==> src/rtl/trace_reader.sv <==
// Trace source poller: fetches address/data pairs over a two-phase ready/want
// handshake and queues non-empty records in a first-word-fall-through FIFO.
module trace_reader #(
   parameter int unsigned FIFO_DEPTH = 4,
   parameter int unsigned TIMEOUT    = 1023
) (
   input  logic        clk,
   input  logic        reset,
   input  logic        enable,
   output logic        activated,
   input  logic [4:0]  addr,
   input  logic        addr_ready,
   output logic        addr_want,
   input  logic [31:0] data,
   input  logic        data_ready,
   output logic        data_want,
   output logic        out_valid,
   input  logic        out_ready,
   output logic [4:0]  out_addr,
   output logic [31:0] out_data,
   output logic [31:0] rec_count,
   output logic [15:0] poll_count,
   output logic        err_timeout,
   input  logic        err_clr
);

   localparam int unsigned AW       = $clog2(FIFO_DEPTH);
   localparam logic [9:0]  TMO_LAST = 10'(TIMEOUT - 1);

   typedef enum logic [2:0] {
      S_IDLE,
      S_AWAIT,
      S_AREQ,
      S_AREL,
      S_DWAIT,
      S_DREQ,
      S_DREL
   } state_t;

   state_t        r_state;
   logic          r_addr_want;
   logic          r_data_want;
   logic          r_activated;
   logic          r_err_timeout;
   logic [4:0]    r_addr;
   logic [31:0]   r_data;
   logic [9:0]    r_tmo_cnt;
   logic [31:0]   r_rec_count;
   logic [15:0]   r_poll_count;

   logic [36:0]   r_mem [FIFO_DEPTH];
   logic [AW-1:0] r_wr_ptr;
   logic [AW-1:0] r_rd_ptr;
   logic [AW:0]   r_count;

   logic          w_full;
   logic          w_empty;
   logic          w_push;
   logic          w_pop;
   logic          w_tmo_hit;

   assign w_full    = (r_count == (AW+1)'(FIFO_DEPTH));
   assign w_empty   = (r_count == '0);
   assign w_push    = (r_state == S_DREL);
   assign w_pop     = !w_empty && out_ready;
   assign w_tmo_hit = (r_tmo_cnt == TMO_LAST);

   // Wants default low each cycle and are re-asserted only while entering or
   // holding a request state, so they track S_AREQ/S_DREQ exactly.
   always_ff @(posedge clk) begin
      if (reset) begin
         r_state       <= S_IDLE;
         r_addr_want   <= 1'b0;
         r_data_want   <= 1'b0;
         r_activated   <= 1'b0;
         r_err_timeout <= 1'b0;
         r_addr        <= '0;
         r_data        <= '0;
         r_tmo_cnt     <= '0;
         r_rec_count   <= '0;
         r_poll_count  <= '0;
      end else begin
         r_addr_want <= 1'b0;
         r_data_want <= 1'b0;
         if (err_clr)
            r_err_timeout <= 1'b0;

         case (r_state)
            S_IDLE: begin
               r_tmo_cnt <= '0;
               if (enable) begin
                  r_state     <= S_AWAIT;
                  r_activated <= 1'b1;
               end
            end

            S_AWAIT: begin
               if (!enable) begin
                  r_state     <= S_IDLE;
                  r_activated <= 1'b0;
                  r_tmo_cnt   <= '0;
               end else if (addr_ready) begin
                  r_state     <= S_AREQ;
                  r_addr_want <= 1'b1;
                  r_tmo_cnt   <= '0;
               end else if (w_tmo_hit) begin
                  r_state       <= S_IDLE;
                  r_activated   <= 1'b0;
                  r_err_timeout <= 1'b1;
                  r_tmo_cnt     <= '0;
               end else begin
                  r_tmo_cnt <= r_tmo_cnt + 10'd1;
               end
            end

            S_AREQ: begin
               if (!addr_ready) begin
                  r_addr    <= addr;
                  r_state   <= S_AREL;
                  r_tmo_cnt <= '0;
               end else if (w_tmo_hit) begin
                  r_state       <= S_IDLE;
                  r_activated   <= 1'b0;
                  r_err_timeout <= 1'b1;
                  r_tmo_cnt     <= '0;
               end else begin
                  r_addr_want <= 1'b1;
                  r_tmo_cnt   <= r_tmo_cnt + 10'd1;
               end
            end

            S_AREL: begin
               r_tmo_cnt <= '0;
               if (r_addr == '0) begin
                  if (r_poll_count != 16'hFFFF)
                     r_poll_count <= r_poll_count + 16'd1;
                  r_state <= S_AWAIT;
               end else begin
                  r_state <= S_DWAIT;
               end
            end

            // A full FIFO is consumer backpressure, not a stalled source,
            // so those cycles neither count nor clear the timeout.
            S_DWAIT: begin
               if (data_ready && !w_full) begin
                  r_state     <= S_DREQ;
                  r_data_want <= 1'b1;
                  r_tmo_cnt   <= '0;
               end else if (!w_full) begin
                  if (w_tmo_hit) begin
                     r_state       <= S_IDLE;
                     r_activated   <= 1'b0;
                     r_err_timeout <= 1'b1;
                     r_tmo_cnt     <= '0;
                  end else begin
                     r_tmo_cnt <= r_tmo_cnt + 10'd1;
                  end
               end
            end

            S_DREQ: begin
               if (!data_ready) begin
                  r_data    <= data;
                  r_state   <= S_DREL;
                  r_tmo_cnt <= '0;
               end else if (w_tmo_hit) begin
                  r_state       <= S_IDLE;
                  r_activated   <= 1'b0;
                  r_err_timeout <= 1'b1;
                  r_tmo_cnt     <= '0;
               end else begin
                  r_data_want <= 1'b1;
                  r_tmo_cnt   <= r_tmo_cnt + 10'd1;
               end
            end

            S_DREL: begin
               r_rec_count <= r_rec_count + 32'd1;
               r_state     <= S_AWAIT;
               r_tmo_cnt   <= '0;
            end

            default: begin
               r_state     <= S_IDLE;
               r_activated <= 1'b0;
               r_tmo_cnt   <= '0;
            end
         endcase
      end
   end

   always_ff @(posedge clk) begin
      if (reset) begin
         r_wr_ptr <= '0;
         r_rd_ptr <= '0;
         r_count  <= '0;
      end else begin
         if (w_push) begin
            r_mem[r_wr_ptr] <= {r_addr, r_data};
            r_wr_ptr        <= r_wr_ptr + AW'(1);
         end
         if (w_pop)
            r_rd_ptr <= r_rd_ptr + AW'(1);
         case ({w_push, w_pop})
            2'b10:   r_count <= r_count + (AW+1)'(1);
            2'b01:   r_count <= r_count - (AW+1)'(1);
            default: r_count <= r_count;
         endcase
      end
   end

   assign activated   = r_activated;
   assign addr_want   = r_addr_want;
   assign data_want   = r_data_want;
   assign out_valid   = !w_empty;
   assign out_addr    = r_mem[r_rd_ptr][36:32];
   assign out_data    = r_mem[r_rd_ptr][31:0];
   assign rec_count   = r_rec_count;
   assign poll_count  = r_poll_count;
   assign err_timeout = r_err_timeout;

endmodule

==> config.mk <==
export PLATFORM = sky130hd
export DESIGN_NAME = trace_reader
export DESIGN_NICKNAME = d
export VERILOG_FILES = /design/src/rtl/trace_reader.sv
export SDC_FILE = /design/constraint.sdc
export NUM_CORES = 1
export LEC_CHECK = 0
export CAP_MARGIN = 20
export CORE_UTILIZATION = 25
export DETAILED_ROUTE_END_ITERATION = 8
export SKIP_LAST_GASP = 1
export SLEW_MARGIN = 20
export SYNTH_ARGS = -nofsm -noshare
export SYNTH_HDL_FRONTEND = slang
export SYNTH_SLANG_ARGS = --single-unit
==> constraint.sdc <==
create_clock -name clk -period 4.8 [get_ports clk]
set_input_delay 0.72 -clock clk [delete_from_list [all_inputs] [get_ports clk]]
set_output_delay 0.72 -clock clk [all_outputs]
set_load 0.01 [all_outputs]
# [After elaboration in Yosys (flattened, before gate mapping)]
# Memories as Yosys holds them, arrays and structs flattened. A register that Yosys moved wholly into a read port is not among the register bits.
# Cells that the tools add are included.
[classes] addsub=7 eq_ne=18 n_mux=50 n_bitwise=3 n_reduce_logical=14
[op_table] operator="10-bit 2-to-1 mux" count=7
[op_table] operator="10-bit case mux with 4 select lines" count=1
[op_table] operator="32-bit by 1-bit adder with 32-bit output, second input constant" count=1
[op_table] operator="3-bit 2-to-1 mux" count=9
[op_table] operator="1-bit 2-to-1 mux" count=25
[op_table] operator="3-bit case mux with 7 select lines" count=1
[op_table] operator="16-bit by 1-bit adder with 16-bit output, second input constant" count=1
[op_table] operator="16-bit != test, second input constant" count=1
[op_table] operator="3-bit == test, second input constant" count=4
[op_table] operator="10-bit by 1-bit adder with 10-bit output, second input constant" count=1
[op_table] operator="10-bit == test, second input constant" count=1
[op_table] operator="2-bit != test, second input constant" count=5
[op_table] operator="7-bit AND reduction" count=1
[op_table] operator="3-bit by 2-bit == test with 1-bit output, second input constant" count=2
[op_table] operator="3-bit logical NOT" count=2
[op_table] operator="3-bit != test, second input constant" count=2
[op_table] operator="1-bit case mux with 6 select lines" count=1
[op_table] operator="3-bit case mux with 2 select lines" count=1
[op_table] operator="2-bit AND reduction" count=3
[op_table] operator="5-bit logical NOT" count=1
[op_table] operator="2-bit by 1-bit adder with 2-bit output, second input constant" count=2
[op_table] operator="2-bit 2-to-1 mux" count=2
[op_table] operator="1-bit case mux with 2 select lines" count=2
[op_table] operator="1-bit case mux with 4 select lines" count=1
[op_table] operator="11 further kinds" count=15
[totals] reg_bits=109 mem_bits_rw=148 in_bits=44 output_inout_bits=90 word_cells=106 mem_count=1
[memory_table] name="r_mem" words=4 width=37 rd=1 rd_ports_with_merged_regs=1 wr=1 line_no="51" source="logic [36:0] r_mem [FIFO_DEPTH];"

# [Longest topological paths before layout]
# Gate-level depths: netlist of run 1.
[depth] ltp_word=5 depth_mapped=10

# [Least setup slack after synthesis of run 1]
# Ideal clock, no wire load.
[synth_timing] path_kind="register -> register" startpoint="reg r_state[1]" endpoint="mem r_mem[1][0], enable pin" setup_ns=0.485 t_arrival_ns=4.001 setup_slack_ns=0.314 stages_incl_launch_ff=6 n_path_buf=2 synth_period_minus_slack_ns=4.486 path_cell_list="dfxtp_1 clkbuf_1 and3b_1 clkbuf_1 inv_1 nor3b_1"
[synth_between] elab_chain_len=4
[synth_rtl] element="start: declaration" line_no="40" source="state_t r_state;"
[synth_rtl] element="start signal: assignment" line_no="72" source="r_state <= S_IDLE;"
[synth_rtl] element="start signal: assignment" line_no="92" source="r_state <= S_AWAIT;"
[synth_rtl] element="start signal: assignment" line_no="99" source="r_state <= S_IDLE;"
[synth_rtl] element="3-bit == test" line_no="64" source="assign w_push = (r_state == S_DREL);"
[synth_rtl] element="1-bit 2-to-1 mux" line_no="199" source="if (w_push) begin"
[synth_rtl] element="1-bit 2-to-1 mux" line_no="194" source="if (reset) begin"
[synth_rtl] element="1-bit 2-to-1 mux (not written as such)" line_no="200" source="r_mem[r_wr_ptr] <= {r_addr, r_data};"
[synth_rtl] element="end: declaration" line_no="51"
# Every way passes these cells.

==> impl_metrics.json, run 1 <==
{
  "min_path_type": "flip-flop to flip-flop",
  "crit_arrival_ns": 2.62,
  "power.leakage_uw": 0.00390,
  "portBuffers": 133,
  "ys_seq_area_frac": 0.650,
  "post-place-ws_ns": 1.91,
  "worst_slack_ns": 1.46,
  "clock-sinks": 259,
  "maxSlewHeadroom": 0.426,
  "start_util": 0.256,
  "die_x_um": 205,
  "netlist_area_um2": 10300,
  "overflow": 0,
  "netlist-cell-type-count": 53,
  "grt_pass1_vias": 6417,
  "ctsLongestPathBuffers": 3,
  "gp_congestion": 0.738,
  "slowest_delay_ns": 0.90,
  "place_hpwl_um": 14400,
  "final_nets": 967,
  "min_from": "r_data[9]$_SDFFE_PP0P_",
  "drt-initial-drc-count": 286,
  "drtPass1Iterations": 5,
  "h-tree-depth": 1,
  "clock.fmax_mhz": 299,
  "fill_cells": 3993,
  "p_per_area_nw_per_um2": 352,
  "ir_worst_vdd_v": 0.000182,
  "synth_area_per_cell_um2": 13.1,
  "area_growth_pct": 28.0,
  "netlist.area_leader.share": 0.433,
  "drive_above_1_share": 0.116,
  "num_antenna_cells": 0,
  "wire_per_inst_um": 16.5,
  "die_h_um": 205,
  "slew_violations": 0,
  "grt_max_degree": 56,
  "final_cells": 1461,
  "status": "completed",
  "post-cts-setup-buffers": 0,
  "post_cts_resized": 0,
  "core_um2": 40100,
  "ant_nets": 0,
  "synth_top_flop_cell": "edfxtp_1",
  "drcViolationCount": 0,
  "period_needed_ns": 3.34,
  "fin_tns_setup_ns": 0,
  "crit_type": "flip-flop to output port",
  "wirelength_um": 24000,
  "synth_edf_count": 148,
  "layout_commonest_cell": "edfxtp_1",
  "rows": 73,
  "grt_use_total": 0.113,
  "cts.clk_slew.worst_paths_ns": 0.06,
  "r2r-start": "r_state[0]$_SDFFE_PP0P_",
  "power.total_uw": 4620,
  "tritoncts": "yes",
  "final_cell_mix": "148 x edfxtp_1, 132 x clkdlybuf4s50_1, 109 x dfxtp_1, 88 x nand2_1, 66 x nor2_1",
  "post-route-util": 0.327,
  "yosysWarnings": 0,
  "tightest_slew_ns": 0.859,
  "yosysTopAreaCell": "edfxtp_1",
  "drv_cap": 0,
  "ys_ff_latch": 259,
  "holdBufCountCts": 0,
  "skew_ns": 0.0119,
  "yosys-top-cells-area": "edfxtp_1 43%, dfxtp_1 22%, mux4_2 8.1%, nand2_1 3.2%, a21oi_1 2.7%",
  "dieArea_um2": 41900,
  "grt_pass1_wl_um": 36700,
  "critPathLaunchType": "flip-flop",
  "netlist_instances": 784,
  "vias": 6503,
  "cp_max_fo": 37,
  "critical_path_required_ns": 4.08,
  "crit_chain": "mux4_2, clkdlybuf4s50_1",
  "ios": 134,
  "numCtsBuffers": 29,
  "setup_viol_count_final": 0,
  "slowest_stage": "dfxtp_4",
  "min_period_over_period": 0.696,
  "placed_cells": 1407,
  "viasPerCell": 4.45,
  "async_flop_share": 0,
  "hold_violations": 0,
  "rsz0062_at_grt": "no",
  "synth_nets": 838,
  "insertion_delay_ns": 0.56,
  "antenna_found_initial": 0,
  "worst_setup_path_end_kind": "output port",
  "cts_root_buf": "clkbuf_16"
}
[sequential cells by signal, indices dropped and copies added, names as in the netlist, named ones only]
name         flops
activated        1
addr_want        1
data_want        1
err_timeout      1
poll_count      16
r_addr           5
r_count          3
r_data          32
r_mem          148
r_rd_ptr         2
r_state          3
r_tmo_cnt       10
r_wr_ptr         2
rec_count       32
[power by group]
group	internal, uW	total (uW)	switching, uW
logic	46.4	87.4	41.0
clock network	1280	2200	919
registers	2320	2330	9.96
[layout make-up]
| class | instances | area, um^2 | share of cell area |
|---|---|---|---|
| flip-flops and latches | 259 | 6670 | 0.508 |
| inverters | 13 | 48.8 | 0.00372 |
| well taps | 525 | 657 | 0.0500 |
| clock inverters | 21 | 209 | 0.0159 |
| multi-input cells | 469 | 3410 | 0.260 |
| clock buffers | 33 | 741 | 0.0564 |
| repair buffers | 141 | 1390 | 0.106 |
[logic make-up after synthesis]
logic type	share of synthesized area
adder cells (fa/ha/maj)	0.0129
flip-flops	0.650
multiplexers	0.0890
AND/OR/NAND/NOR	0.132
XOR/XNOR	0.0418
AO/OA/AOI/OAI	0.0533
buffers and inverters	0.0212
[cell usage after synthesis, types with 10 or more instances]
| master | count |
|---|---|
| edfxtp_1 | 148 |
| dfxtp_1 | 111 |
| nand2_1 | 88 |
| nor2_1 | 66 |
| a21oi_1 | 55 |
| clkbuf_1 | 38 |
| mux4_2 | 37 |
| xor2_1 | 27 |
| xnor2_1 | 22 |
| nand4_1 | 18 |
| o21ai_0 | 16 |
| nand3_1 | 15 |
| inv_1 | 13 |
| nor3_1 | 11 |
| nor3b_1 | 11 |
| or3_1 | 10 |
[worst paths after layout]
| path | endpoint | slack, ns | cells after the start |
|---|---|---|---|
| worst max-delay path | out_data[9] | 1.46 | 2 |
| worst min-delay path | r_data[9]$_SDFFE_PP0P_ | 0.49 | 2 |
| worst max register to register | r_count[2]$_SDFFE_PP0P_ | 1.90 | 8 |
| worst min register to register | r_data[9]$_SDFFE_PP0P_ | 0.49 | 2 |
[per-layer routing]
layer	vias up	GRT usage	routed length (um)	share of wire
li1	3156	-	-	-
met1	3144	0.150	10900	0.45
met2	172	0.184	11300	0.47
met3	31	0.0242	1450	0.060
met4	0	0.0328	454	0.019
met5	-	0	0	0
[stage by stage]
step                      hold WS [ns]  cell area [um^2]
after detailed placement         0.485             12200
after global routing             0.519             13100
after floorplan                  0.460             10300
after global placement           0.473             12200
after CTS                        0.493             13100
final                            0.493             13100
[worst max-delay path, delay by kind of cell, from the launching register on]
kind     cells  cell delay (ns)
mux          1             0.63
flops        1             0.90
buf+inv      1             0.50
No activity file was read; power rests on OpenSTA's default activity.
==> run 2, diff against run 1 <==
- clock period: 4.8 -> 2.8 ns (I/O delays scaled with it)
==> run 2 against run 1 <==
Global-route usage grew 0.26 points. Die area stayed put. Worst setup slack lost 1.3 ns. Sequential power rose by 71%. Core utilization up 0.73 points. Final cell count up 1.4%. Register-to-register slack got worse by 1.4 ns. Critical path depth increased by 1. Clock skew is 0.012 ns higher. Combinational power grew 86%.
==> impl_metrics.json, run 2 (synthesized netlist as in run 1, its figures left out) <==
{
  "tightest_slew_ns": 0.666,
  "rsz0062_at_grt": "no",
  "start_util": 0.256,
  "maxSlewHeadroom": 0.553,
  "drtPass1Iterations": 4,
  "drive_above_1_share": 0.135,
  "wirelength_um": 24900,
  "vias": 6602,
  "insertion_delay_ns": 0.57,
  "rows": 73,
  "viasPerCell": 4.45,
  "numCtsBuffers": 30,
  "place_hpwl_um": 14900,
  "grt_pass1_wl_um": 37700,
  "crit_arrival_ns": 2.24,
  "ir_worst_vdd_v": 0.000450,
  "wire_per_inst_um": 16.8,
  "antenna_found_initial": 0,
  "critPathLaunchType": "flip-flop",
  "drcViolationCount": 0,
  "post-route-util": 0.335,
  "fin_tns_setup_ns": 0,
  "layout_commonest_cell": "edfxtp_1",
  "ios": 134,
  "portBuffers": 133,
  "ctsLongestPathBuffers": 3,
  "setup_viol_count_final": 0,
  "overflow": 0,
  "period_needed_ns": 2.66,
  "gp_congestion": 0.742,
  "largest_reg_flops": 148,
  "status": "completed",
  "cp_max_fo": 9,
  "die_x_um": 205,
  "power.leakage_uw": 0.00406,
  "final_cell_mix": "148 x edfxtp_1, 132 x clkdlybuf4s50_1, 109 x dfxtp_1, 88 x nand2_1, 66 x nor2_1",
  "p_per_area_nw_per_um2": 590,
  "wl_met1_um": 11200,
  "dieArea_um2": 41900,
  "crit_type": "flip-flop to output port",
  "die_h_um": 205,
  "grt_use_total": 0.116,
  "highest_layer": "met4",
  "final_nets": 987,
  "wl_met3_um": 1350,
  "grt_max_degree": 47,
  "h-tree-depth": 1,
  "min_period_over_period": 0.950,
  "clock-sinks": 259,
  "drt-initial-drc-count": 265,
  "tritoncts": "yes",
  "skew_ns": 0.0238,
  "holdBufCountCts": 0,
  "num_antenna_cells": 0,
  "ant_nets": 0,
  "slew_violations": 0,
  "clock.fmax_mhz": 376,
  "core_um2": 40100,
  "cts_root_buf": "clkbuf_16",
  "grt_pass1_vias": 6611,
  "cts.clk_slew.worst_paths_ns": 0.06,
  "hold_violations": 0,
  "drv_cap": 0,
  "area_growth_pct": 30.8,
  "min_path_type": "input pin to flip-flop",
  "top_register": "r_mem",
  "critical_path_required_ns": 2.38,
  "dr_wl_met2_um": 11900,
  "worst_setup_path_end_kind": "output port"
}
==> run 2: cell types whose count changed in the layout (fill, tap and decap cells not counted), moves of 3 or more <==
| cell | change |
|---|---|
| buf_4 | +10 |
| buf_12 | +5 |
| clkbuf_1 | +5 |
| clkinv_2 | +5 |
| clkinv_1 | -4 |
| clkinv_4 | -4 |
| nor3b_2 | -4 |
| nor3b_4 | +4 |
| clkbuf_16 | +3 |
| inv_6 | -3 |
==> run 2: area by class of cell <==
class / instances / area, um^2
Clock buffer: 40 / 798
Clock inverter: 16 / 151
Fill cell: 3973 / 26700
Inverter: 13 / 48.8
Multi-Input combinational cell: 469 / 3440
Sequential cell: 259 / 6670
Tap cell: 525 / 657
Timing Repair Buffer: 160 / 1660
==> run 2: critical path, cell delays in order (launching register included) <==
cell and delay, ns:
dfxtp_4 0.44, clkbuf_16 0.22, mux4_2 0.52, clkdlybuf4s50_1 0.49
==> run 2: metal layers <==
metal / vias to the layer above / global-route usage
met2: 156 / 0.197
met4: 0 / 0.0312
met1: 3218 / 0.148
met3: 31 / 0.0248
li1: 3197 / -
met5: - / 0
==> run 2: worst paths after layout <==
check / from / endpoint / slack (ns) / cells past startpoint
hold / removal: reset / poll_count[3]$_SDFFE_PP0P_ / 0.34 / 2
hold reg to reg: rec_count[31]$_SDFFE_PP0P_ / rec_count[31]$_SDFFE_PP0P_ / 0.49 / 2
setup / recovery: flip-flop / out_data[29] / 0.14 / 3
setup reg to reg: rec_count[14]$_SDFFE_PP0P_ / rec_count[31]$_SDFFE_PP0P_ / 0.49 / 5
==> run 2: repair_timing <==
item                                    CTS  global route
gates cloned                              0             3
resized for setup                         1             3
endpoints found under the setup margin   27            36
setup buffers                             0             0
==> run 2: report_power, final <==
part	internal, uW	switching, uW	total, uW
sequential	3980	5.59	3990
clock	2190	1570	3760
combinational	83.6	79.6	163
total	6260	1660	7910
==> run 2: stage by stage <==
stage	std cells	instance area, um^2	total power [uW]	worst slack [ns]	hold slack (ns)
after floorplan	784	10300	4140	-0.413	0.460
after global placement	1423	12400	4240	0.404	0.474
after detailed placement	1423	12400	4240	0.404	0.485
after CTS	1479	13300	8060	-0.0194	0.319
after global routing	1482	13400	8210	0.0373	0.362
final	1482	13400	7910	0.139	0.340
==> run 3, diff against run 2 <==
- CAP_MARGIN: 20 -> not set
- clock period: 2.8 -> 3.2 ns (I/O delays scaled with it)
==> run 3 against run 2 <==
Sequential share of layout area rose by 0.24 points. Hold slack improved by 0.12 ns. Count of clock-buffer cells in the layout rose by 8. Critical endpoint is now out_data[14]. Core utilization fell by 0.17 points. Highest routed layer unchanged. First-iteration DRC count rose by 12%.
==> impl_metrics.json, run 3 (synthesized netlist as in run 1, its figures left out) <==
{
  "status": "completed",
  "top_register": "r_mem",
  "numCtsBuffers": 30,
  "area_growth_pct": 30.1,
  "ir_worst_vdd_v": 0.000409,
  "dieArea_um2": 41900,
  "skew_ns": 0.0153,
  "cp_max_fo": 12,
  "p_sw_frac": 0.201,
  "whs_endpoint": "r_data[26]$_SDFFE_PP0P_",
  "drcViolationCount": 0,
  "fill_cells": 3963,
  "regToRegSetupSlack_ns": 0.59,
  "fin_tns_setup_ns": 0,
  "drive_above_1_share": 0.125,
  "dr_wl_met2_um": 11100,
  "worst-path-buf-inv": 2,
  "slew_violations": 0,
  "ant_nets": 0,
  "rsz0062_at_grt": "no",
  "insertion_delay_ns": 0.57,
  "wl_met3_um": 1220,
  "grt_pass1_wl_um": 37300,
  "tightest_slew_ns": 0.883,
  "grt_pass1_vias": 6483,
  "largest_reg_flops": 148,
  "gp_congestion": 0.771,
  "regArea_um2": 6670,
  "crit_chain": "buf_4, mux4_2, clkdlybuf4s50_1",
  "crit_arrival_ns": 2.44,
  "post_cts_resized": 0,
  "multi_input_area_um2": 3410,
  "start_util": 0.256,
  "worst_setup_path_end_kind": "output port",
  "hold_violations": 0,
  "cts.clk_slew.worst_paths_ns": 0.06,
  "setup_viol_count_final": 0,
  "min_from": "data[26]",
  "crit_type": "flip-flop to output port",
  "die_h_um": 205,
  "post-cts-setup-buffers": 0,
  "critical_path_required_ns": 2.72,
  "die_x_um": 205,
  "layout_commonest_cell": "edfxtp_1",
  "rows": 73,
  "final_nets": 976,
  "core_um2": 40100,
  "path_delay_family": "buffers and inverters",
  "sequentialPowerShare": 0.490,
  "r2r-start": "r_state[2]$_SDFFE_PP0P_",
  "rr_worst_depth": 5,
  "cts_root_buf": "clkbuf_16",
  "wl_met1_um": 11400,
  "critPathLaunchType": "flip-flop",
  "wire_per_inst_um": 16.4,
  "maxSlewHeadroom": 0.411,
  "drv_cap": 0,
  "h-tree-depth": 1,
  "drtPass1Iterations": 4,
  "grt_max_degree": 74,
  "worst_slack_ns": 0.276,
  "clock_power_share": 0.490,
  "viasPerCell": 4.44,
  "post-place-ws_ns": 0.526,
  "vias": 6531,
  "highest_layer": "met4",
  "slowest_delay_ns": 0.57,
  "ios": 134,
  "antenna_found_initial": 0,
  "num_antenna_cells": 0,
  "slowest_stage": "mux4_2",
  "period_needed_ns": 2.92,
  "grt_use_total": 0.114,
  "switchingPower_uw": 1430,
  "portBuffers": 133,
  "tritoncts": "yes",
  "wirelength_um": 24100,
  "min_period_over_period": 0.914,
  "place_hpwl_um": 14800,
  "timing.rr.end": "rec_count[16]$_SDFFE_PP0P_",
  "combinationalPowerShare": 0.020,
  "clock-sinks": 259,
  "ctsLongestPathBuffers": 3,
  "clock.fmax_mhz": 342,
  "holdBufCountCts": 0,
  "p_per_area_nw_per_um2": 534,
  "overflow": 0,
  "power.leakage_uw": 0.00401,
  "final_cell_mix": "148 x edfxtp_1, 132 x clkdlybuf4s50_1, 109 x dfxtp_1, 88 x nand2_1, 66 x nor2_1",
  "drt-initial-drc-count": 298,
  "internal_power_uw": 5690,
  "hold_depth": 3,
  "min_path_type": "input pin to flip-flop"
}
run 3: cell types whose count changed in the layout (fill, tap and decap cells not counted), moves of 3 or more:
cell,before,now
buf_4,19,11
nor3b_2,0,4
clkbuf_8,1,6
nor3b_4,4,0
clkinvlp_4,3,0
clkinv_2,8,3
run 3: cell type report:
class | instances | share of cell area
flip-flops and latches | 259 | 0.500
clock buffers | 48 | 0.0690
multi-input cells | 469 | 0.256
inverters | 13 | 0.00365
repair buffers | 149 | 0.114
well taps | 525 | 0.0492
clock inverters | 8 | 0.00899
run 3: how the worst max path moves through the flow:
stage,start,end,slack (ns),cells past startpoint
3_5_place_dp,data_ready,r_tmo_cnt[8]$_SDFFE_PP0P_,0.53,6
4_1_cts,flip-flop,out_data[0],0.20,3
2_1_floorplan,r_state[1]$_SDFFE_PP0P_,r_mem[1][0]$_DFFE_PP_,-1.29,5
3_3_place_gp,data_ready,r_tmo_cnt[1]$_SDFFE_PP0P_,0.64,6
6_report,flip-flop,out_data[14],0.28,3
5_1_grt,flip-flop,out_data[0],0.14,3
run 3: layer usage:
metal	global-route usage	up-vias
met2	0.183	153
met1	0.157	3170
li1	-	3173
met3	0.0221	35
met5	0	-
met4	0.0264	0
run 3: power by group through the flow:
stage	Clock, uW	Sequential (uW)	Combinational, uW
2_1_floorplan	0	3560	56.6
3_3_place_gp	0	3560	140
3_5_place_dp	0	3570	140
4_1_cts	3600	3490	142
5_1_grt	3720	3490	152
6_report	3490	3490	140
run 3: worst reg2reg max path: cells and delay by family (launching register included):
family	cells	cell delay (ns)
AND/OR/NAND/NOR	3	1.45
AO/OA/AOI/OAI	1	0.15
flip-flops	1	0.74
buffers and inverters	1	0.20
run 3: through the flow:
step	cells	total power (uW)	hold WS [ns]	util	cell area [um^2]
finish	1471	7130	0.463	0.333	13400
global route	1471	7360	0.463	0.333	13400
CTS	1471	7240	0.436	0.333	13400
detailed placement	1415	3710	0.478	0.307	12300
global placement	1415	3700	0.473	0.307	12300
floorplan	784	3620	0.460	-	10300
